==> src/rtl/imem_loader_if.sv <==
// Word-stream handshake and instruction-memory write bus between the host-side
// loader and its neighbours.
interface imem_loader_if #(
  parameter int D = 12,
  parameter int W = 9
);
  logic [W-1:0] in_word;
  logic         in_valid;
  logic         in_ready;
  logic         imem_wr_en;
  logic [D-1:0] imem_addr;
  logic [W-1:0] imem_data;

  // Host side: supplies words and observes the memory writes.
  modport master (
    output in_word,
    output in_valid,
    input  in_ready,
    input  imem_wr_en,
    input  imem_addr,
    input  imem_data
  );

  // Loader side: accepts words and drives the memory writes.
  modport slave (
    input  in_word,
    input  in_valid,
    output in_ready,
    output imem_wr_en,
    output imem_addr,
    output imem_data
  );
endinterface

==> src/rtl/imem_loader.sv <==
// Program loader and run controller: streams words into instruction memory
// from address 0, releases the core, then counts cycles until the core is done.
module imem_loader #(
  parameter int D         = 12,
  parameter int W         = 9,
  parameter int START_CYC = 2,
  parameter int CW        = 16
) (
  input  logic          clk,
  input  logic          reset_n,
  input  logic          load_go,
  input  logic [D-1:0]  load_len,
  imem_loader_if.slave  bus,
  output logic          core_start,
  input  logic          core_done,
  output logic          busy,
  output logic          run_done,
  output logic [CW-1:0] run_cycles
);

  localparam logic [1:0] S_IDLE  = 2'd0;
  localparam logic [1:0] S_LOAD  = 2'd1;
  localparam logic [1:0] S_START = 2'd2;
  localparam logic [1:0] S_RUN   = 2'd3;

  localparam int SW = (START_CYC > 1) ? $clog2(START_CYC) : 1;
  localparam logic [SW-1:0] START_LAST = SW'(START_CYC - 1);

  logic [1:0]    state;
  logic [D-1:0]  len_q;
  logic [D-1:0]  word_cnt;
  logic [SW-1:0] start_cnt;
  logic          accept;
  logic          last_word;

  assign bus.in_ready = (state == S_LOAD);
  assign busy         = (state != S_IDLE);
  assign accept       = (state == S_LOAD) && bus.in_valid;
  assign last_word    = (word_cnt == (len_q - 1'b1));

  always_ff @(posedge clk or negedge reset_n) begin
    if (!reset_n) begin
      state          <= S_IDLE;
      len_q          <= '0;
      word_cnt       <= '0;
      start_cnt      <= '0;
      bus.imem_wr_en <= 1'b0;
      bus.imem_addr  <= '0;
      bus.imem_data  <= '0;
      core_start     <= 1'b1;
      run_done       <= 1'b0;
      run_cycles     <= '0;
    end else begin
      bus.imem_wr_en <= 1'b0;
      case (state)
        S_IDLE: begin
          core_start <= 1'b1;
          if (load_go) begin
            len_q      <= load_len;
            word_cnt   <= '0;
            start_cnt  <= '0;
            run_cycles <= '0;
            run_done   <= 1'b0;
            state      <= (load_len == '0) ? S_START : S_LOAD;
          end
        end

        S_LOAD: begin
          if (accept) begin
            bus.imem_wr_en <= 1'b1;
            bus.imem_addr  <= word_cnt;
            bus.imem_data  <= bus.in_word;
            word_cnt       <= word_cnt + 1'b1;
            if (last_word) begin
              start_cnt <= '0;
              state     <= S_START;
            end
          end
        end

        S_START: begin
          // The final write lands in the first START cycle, so the core is
          // released only after instruction memory is complete.
          if (start_cnt == START_LAST) begin
            core_start <= 1'b0;
            state      <= S_RUN;
          end else begin
            start_cnt <= start_cnt + 1'b1;
          end
        end

        S_RUN: begin
          if (core_done) begin
            run_done   <= 1'b1;
            core_start <= 1'b1;
            state      <= S_IDLE;
          end else if (run_cycles != '1) begin
            run_cycles <= run_cycles + 1'b1;
          end
        end

        default: state <= S_IDLE;
      endcase
    end
  end

endmodule

==> src/flat_wrapper.sv <==
// flat-port wrapper written by rule: the top's interface ports become plain ports
module imem_loader_flat 
#(
  parameter int D         = 12,
  parameter int W         = 9,
  parameter int START_CYC = 2,
  parameter int CW        = 16
)
  (clk, reset_n, load_go, load_len, core_start, core_done, busy, run_done, run_cycles, bus_in_word, bus_in_valid, bus_in_ready, bus_imem_wr_en, bus_imem_addr, bus_imem_data);
  imem_loader_if #(.D(D), .W(W)) bus_i ();
  input  logic clk;
  input  logic reset_n;
  input  logic load_go;
  input  logic [D-1:0] load_len;
  output logic core_start;
  input  logic core_done;
  output logic busy;
  output logic run_done;
  output logic [CW-1:0] run_cycles;
  input wire logic [$bits(bus_i.in_word)-1:0] bus_in_word;
  input wire logic [$bits(bus_i.in_valid)-1:0] bus_in_valid;
  output wire logic [$bits(bus_i.in_ready)-1:0] bus_in_ready;
  output wire logic [$bits(bus_i.imem_wr_en)-1:0] bus_imem_wr_en;
  output wire logic [$bits(bus_i.imem_addr)-1:0] bus_imem_addr;
  output wire logic [$bits(bus_i.imem_data)-1:0] bus_imem_data;
  assign bus_i.in_word = bus_in_word;
  assign bus_i.in_valid = bus_in_valid;
  assign bus_in_ready = bus_i.in_ready;
  assign bus_imem_wr_en = bus_i.imem_wr_en;
  assign bus_imem_addr = bus_i.imem_addr;
  assign bus_imem_data = bus_i.imem_data;
  imem_loader #(.D(D), .W(W), .START_CYC(START_CYC), .CW(CW)) u_core (.clk(clk), .reset_n(reset_n), .load_go(load_go), .load_len(load_len), .bus(bus_i), .core_start(core_start), .core_done(core_done), .busy(busy), .run_done(run_done), .run_cycles(run_cycles));
endmodule
==> config.mk <==
export PLATFORM = sky130hd
export DESIGN_NAME = imem_loader_flat
export DESIGN_NICKNAME = d
export VERILOG_FILES = /design/src/rtl/imem_loader_if.sv /design/src/rtl/imem_loader.sv /design/src/flat_wrapper.sv
export SDC_FILE = /design/constraint.sdc
export NUM_CORES = 1
export LEC_CHECK = 0
export CAP_MARGIN = 20
export CORE_UTILIZATION = 57
export DETAILED_ROUTE_END_ITERATION = 12
export DONT_BUFFER_PORTS = 1
export MAX_ROUTING_LAYER = met4
export PLACE_DENSITY = 0.75
export SLEW_MARGIN = 20
export SYNTH_ARGS = -nofsm -noshare
export SYNTH_HDL_FRONTEND = slang
export SYNTH_SLANG_ARGS = --single-unit
==> constraint.sdc <==
create_clock -name clk -period 2.8 [get_ports clk]
set_clock_uncertainty 0.15 [all_clocks]
set_input_delay 0.42 -clock clk [delete_from_list [all_inputs] [get_ports clk]]
set_output_delay 0.42 -clock clk [all_outputs]
set_load 0.005 [all_outputs]
==> flow_metrics.tcl <==
set metrics [dict create \
    drive_gt1_frac 0.190 \
    grt_pass1_vias 2682 \
    powerDensity_nw_per_um2 938 \
    drtIter0Drc 256 \
    start_util 0.599 \
    antenna_found_initial 0 \
    cts_buffer_depth 2 \
    synth_simple_gate_area_frac 0.166 \
    hold_path.class "input pin to register" \
    synth_cell_types 51 \
    gp_congestion 0.847 \
    synth_fa_ha_area_frac 0.0279 \
    path_max_fanout 5 \
    cp-end-kind "register" \
    synth_edf_count 0 \
    numCtsBuffers 9 \
    yosysWarnings 0 \
    synthCells 357 \
    die_y_um 81.3 \
    layout.nets 403 \
    setup_violations 0 \
    ios 68 \
    setup_tns_ps 0 \
    cp_data_arrival_time_ps 2760 \
    dr.max_layer_used "met4" \
    dr.pass1.iters 5 \
    ys_seq_area_frac 0.468 \
    crit_type "register to register" \
    cts-root-buf "clkbuf_8" \
    drc 0 \
    grt_max_degree 68 \
    fmax_mhz 373 \
    drt-met1-wl_um 3390 \
    min_period_ps 2680 \
    seq_area_um2 1680 \
    fin_crit_sh 0.958 \
    die_width_um 81.3 \
    clk_pin_slew_ps 80 \
    routed-wl-met2_um 3650 \
    routedWlPerCell_um 17.1 \
    synth_compound_area_frac 0.127 \
    cts_max_level 3 \
    vias 2741 \
    synth_seq_cells 67 \
    rows 28 \
    core_area_um2 5990 \
    port-buffer-count 0 \
    slew_viol_final 0 \
    worstSetupStartpointType "register" \
    muxShareOfSynthArea 0.116 \
    multiInputGateArea_um2 1790 \
    dieArea_um2 6620 \
    relSlewSlack 0.563 \
    post_cts_buffers 0 \
    clock_sinks 67 \
    clock_latency_ps 340 \
    rsz0062_at_grt "false" \
    netlist_area_um2 3590 \
    hpwl_um 5400 \
    syn_avg_cell_area_um2 10.1 \
    met3_length_um 512 \
    required_ps 2880 \
    avgViaCountPerCell 6.10 \
    power_leakage_nw 1.76 \
    synth_xor_area_frac 0.0586 \
    track_usage 0.264 \
    grt_pass1_wl_um 12800 \
    routed_wl_um 7680 \
    ys.flop_type "dfrtp_1" \
    synth_top_family_by_area "simple AND/OR/NAND/NOR gates" \
    synthesis.nets 391 \
    cap_violations 0 \
    fin_util 0.668 \
    diodes 0 \
    grt-ovfl-total 0 \
    nFillCells 473 \
    antenna_left 0 \
    cts_tree "done" \
    finalHoldViolCount 0 \
    async_reset_ff_frac 1.00 \
    syn_to_final_growth_pct 11.5 \
    ir_drop_mv 0.541 \
    outcome "finished, final reports clean" \
    worst_slew_pin_slew_ps 654 \
]
[cell usage in the layout, fill, tap and decap left out, types with 8 or more instances in the layout]
cell type / instances
dfrtp_1: 66
clkbuf_8: 9
xnor2_1: 10
nand3_1: 15
xor2_1: 14
a21oi_1: 19
ha_1: 8
o21ai_0: 20
nand2b_1: 8
inv_1: 15
nor2_1: 31
or3_1: 11
buf_4: 17
nand2_1: 22
mux2_2: 32
[final cells by class]
cell class	count	share of cell area
multi-input combinational	257	0.448
sequential	67	0.419
timing repair buffer	19	0.0413
clock buffer	9	0.0310
tap	75	0.0235
clock inverter	7	0.0231
inverter	15	0.0141
[power breakdown]
group	internal (mW)	leakage (nW)	switching [mW]	total, mW
Sequential	1.21	0.875	0.256	1.47
Combinational	0.662	0.788	0.742	1.40
Clock	0.498	0.101	0.383	0.880
[cells in the mapped netlist, drive strengths merged, types with 2 or more instances]
cell,instances,area share
o311ai,3,0.0073
nand2b,8,0.014
inv,15,0.016
or3,11,0.019
nor2b,4,0.0070
ha,8,0.028
xnor2,10,0.024
o21ai,20,0.028
mux2,33,0.10
a31oi,3,0.0052
xor2,14,0.034
clkbuf,14,0.015
o31ai,3,0.0063
o41ai,3,0.0094
a221oi,2,0.0049
nand4,4,0.0070
nand3,15,0.021
a211oi,2,0.0042
nor4,2,0.0035
nand3b,2,0.0042
a211o,2,0.0049
or4,5,0.010
mux2i,4,0.011
dfrtp,66,0.46
nor3,8,0.011
buf,4,0.0066
a21oi,19,0.026
a22oi,2,0.0042
nand2,22,0.023
nor2,31,0.032
a21o,2,0.0042
[critical path, cell delays in order, from the launching register on]
cell and delay [ps]:
dfrtp_1 380, or4_1 620, or3_1 400, o211ai_1 190
o31ai_1 110, o41ai_2 290, nand2_1 120, mux2_4 310
[kinds of logic (layout without fill, tap and decap cells)]
logic type      after synthesis  after routing
simple gates                118            118
compound gates               70             70
flops                        67             67
mux                          37             37
buf+inv                      33             50
xor+xnor                     24             24
fa+ha+maj                     8              8
[registers in the layout, indices dropped and copies added, names as in the netlist]
register,flops
u_core.bus.imem_addr,12
u_core.run_cycles,16
u_core.bus.imem_data,9
u_core.word_cnt,12
u_core.core_start,1
u_core.run_done,1
u_core.len_q,12
u_core.start_cnt,1
u_core.bus.imem_wr_en,1
u_core.state,2
[stage by stage]
stage               setup slack [ps]  cell area [µm²]  std cells  hold WS, ps  power, mW
floorplan                       61.7             3590        357        -25.6       2.45
global placement                 146             3730        431        -23.9       2.81
detailed placement               126             3730        431        -24.0       2.84
CTS                              110             3990        449         55.0       3.76
global route                    2.71             4000        449         54.7       4.00
finish                           118             4000        449         72.3       3.75
[repair_timing]
| item | 4_1_cts | 5_1_grt |
|---|---|---|
| hold buffers | 2 | 0 |
| endpoints found under the hold margin | 67 | 0 |
| setup endpoints to repair | 0 | 1 |
| resized for setup | 0 | 2 |
[final timing paths]
kind | start | end | slack (ps) | depth (start not counted)
hold reg to reg | u_core.core_start$_DFFE_PN1P_ | u_core.core_start$_DFFE_PN1P_ | 360 | 2
min in group asynchronous | reset_n | u_core.bus.imem_addr[9]$_DFFE_PN0P_ | 450 | 2
setup / recovery | u_core.len_q[3]$_DFFE_PN0P_ | u_core.start_cnt$_DFFE_PN0P_ | 120 | 7
hold / removal | load_len[1] | u_core.len_q[1]$_DFFE_PN0P_ | 70 | 1
max in group asynchronous | reset_n | u_core.core_start$_DFFE_PN1P_ | 1710 | 2
setup reg to reg | u_core.len_q[3]$_DFFE_PN0P_ | u_core.start_cnt$_DFFE_PN0P_ | 120 | 7
[per-layer routing]
layer | vias up | track usage
met1 | 1321 | 0.335
li1 | 1297 | -
met4 | 0 | 0.111
met2 | 110 | 0.402
met5 | - | -
met3 | 13 | 0.0652
No activity file was read; power rests on OpenSTA's default activity.
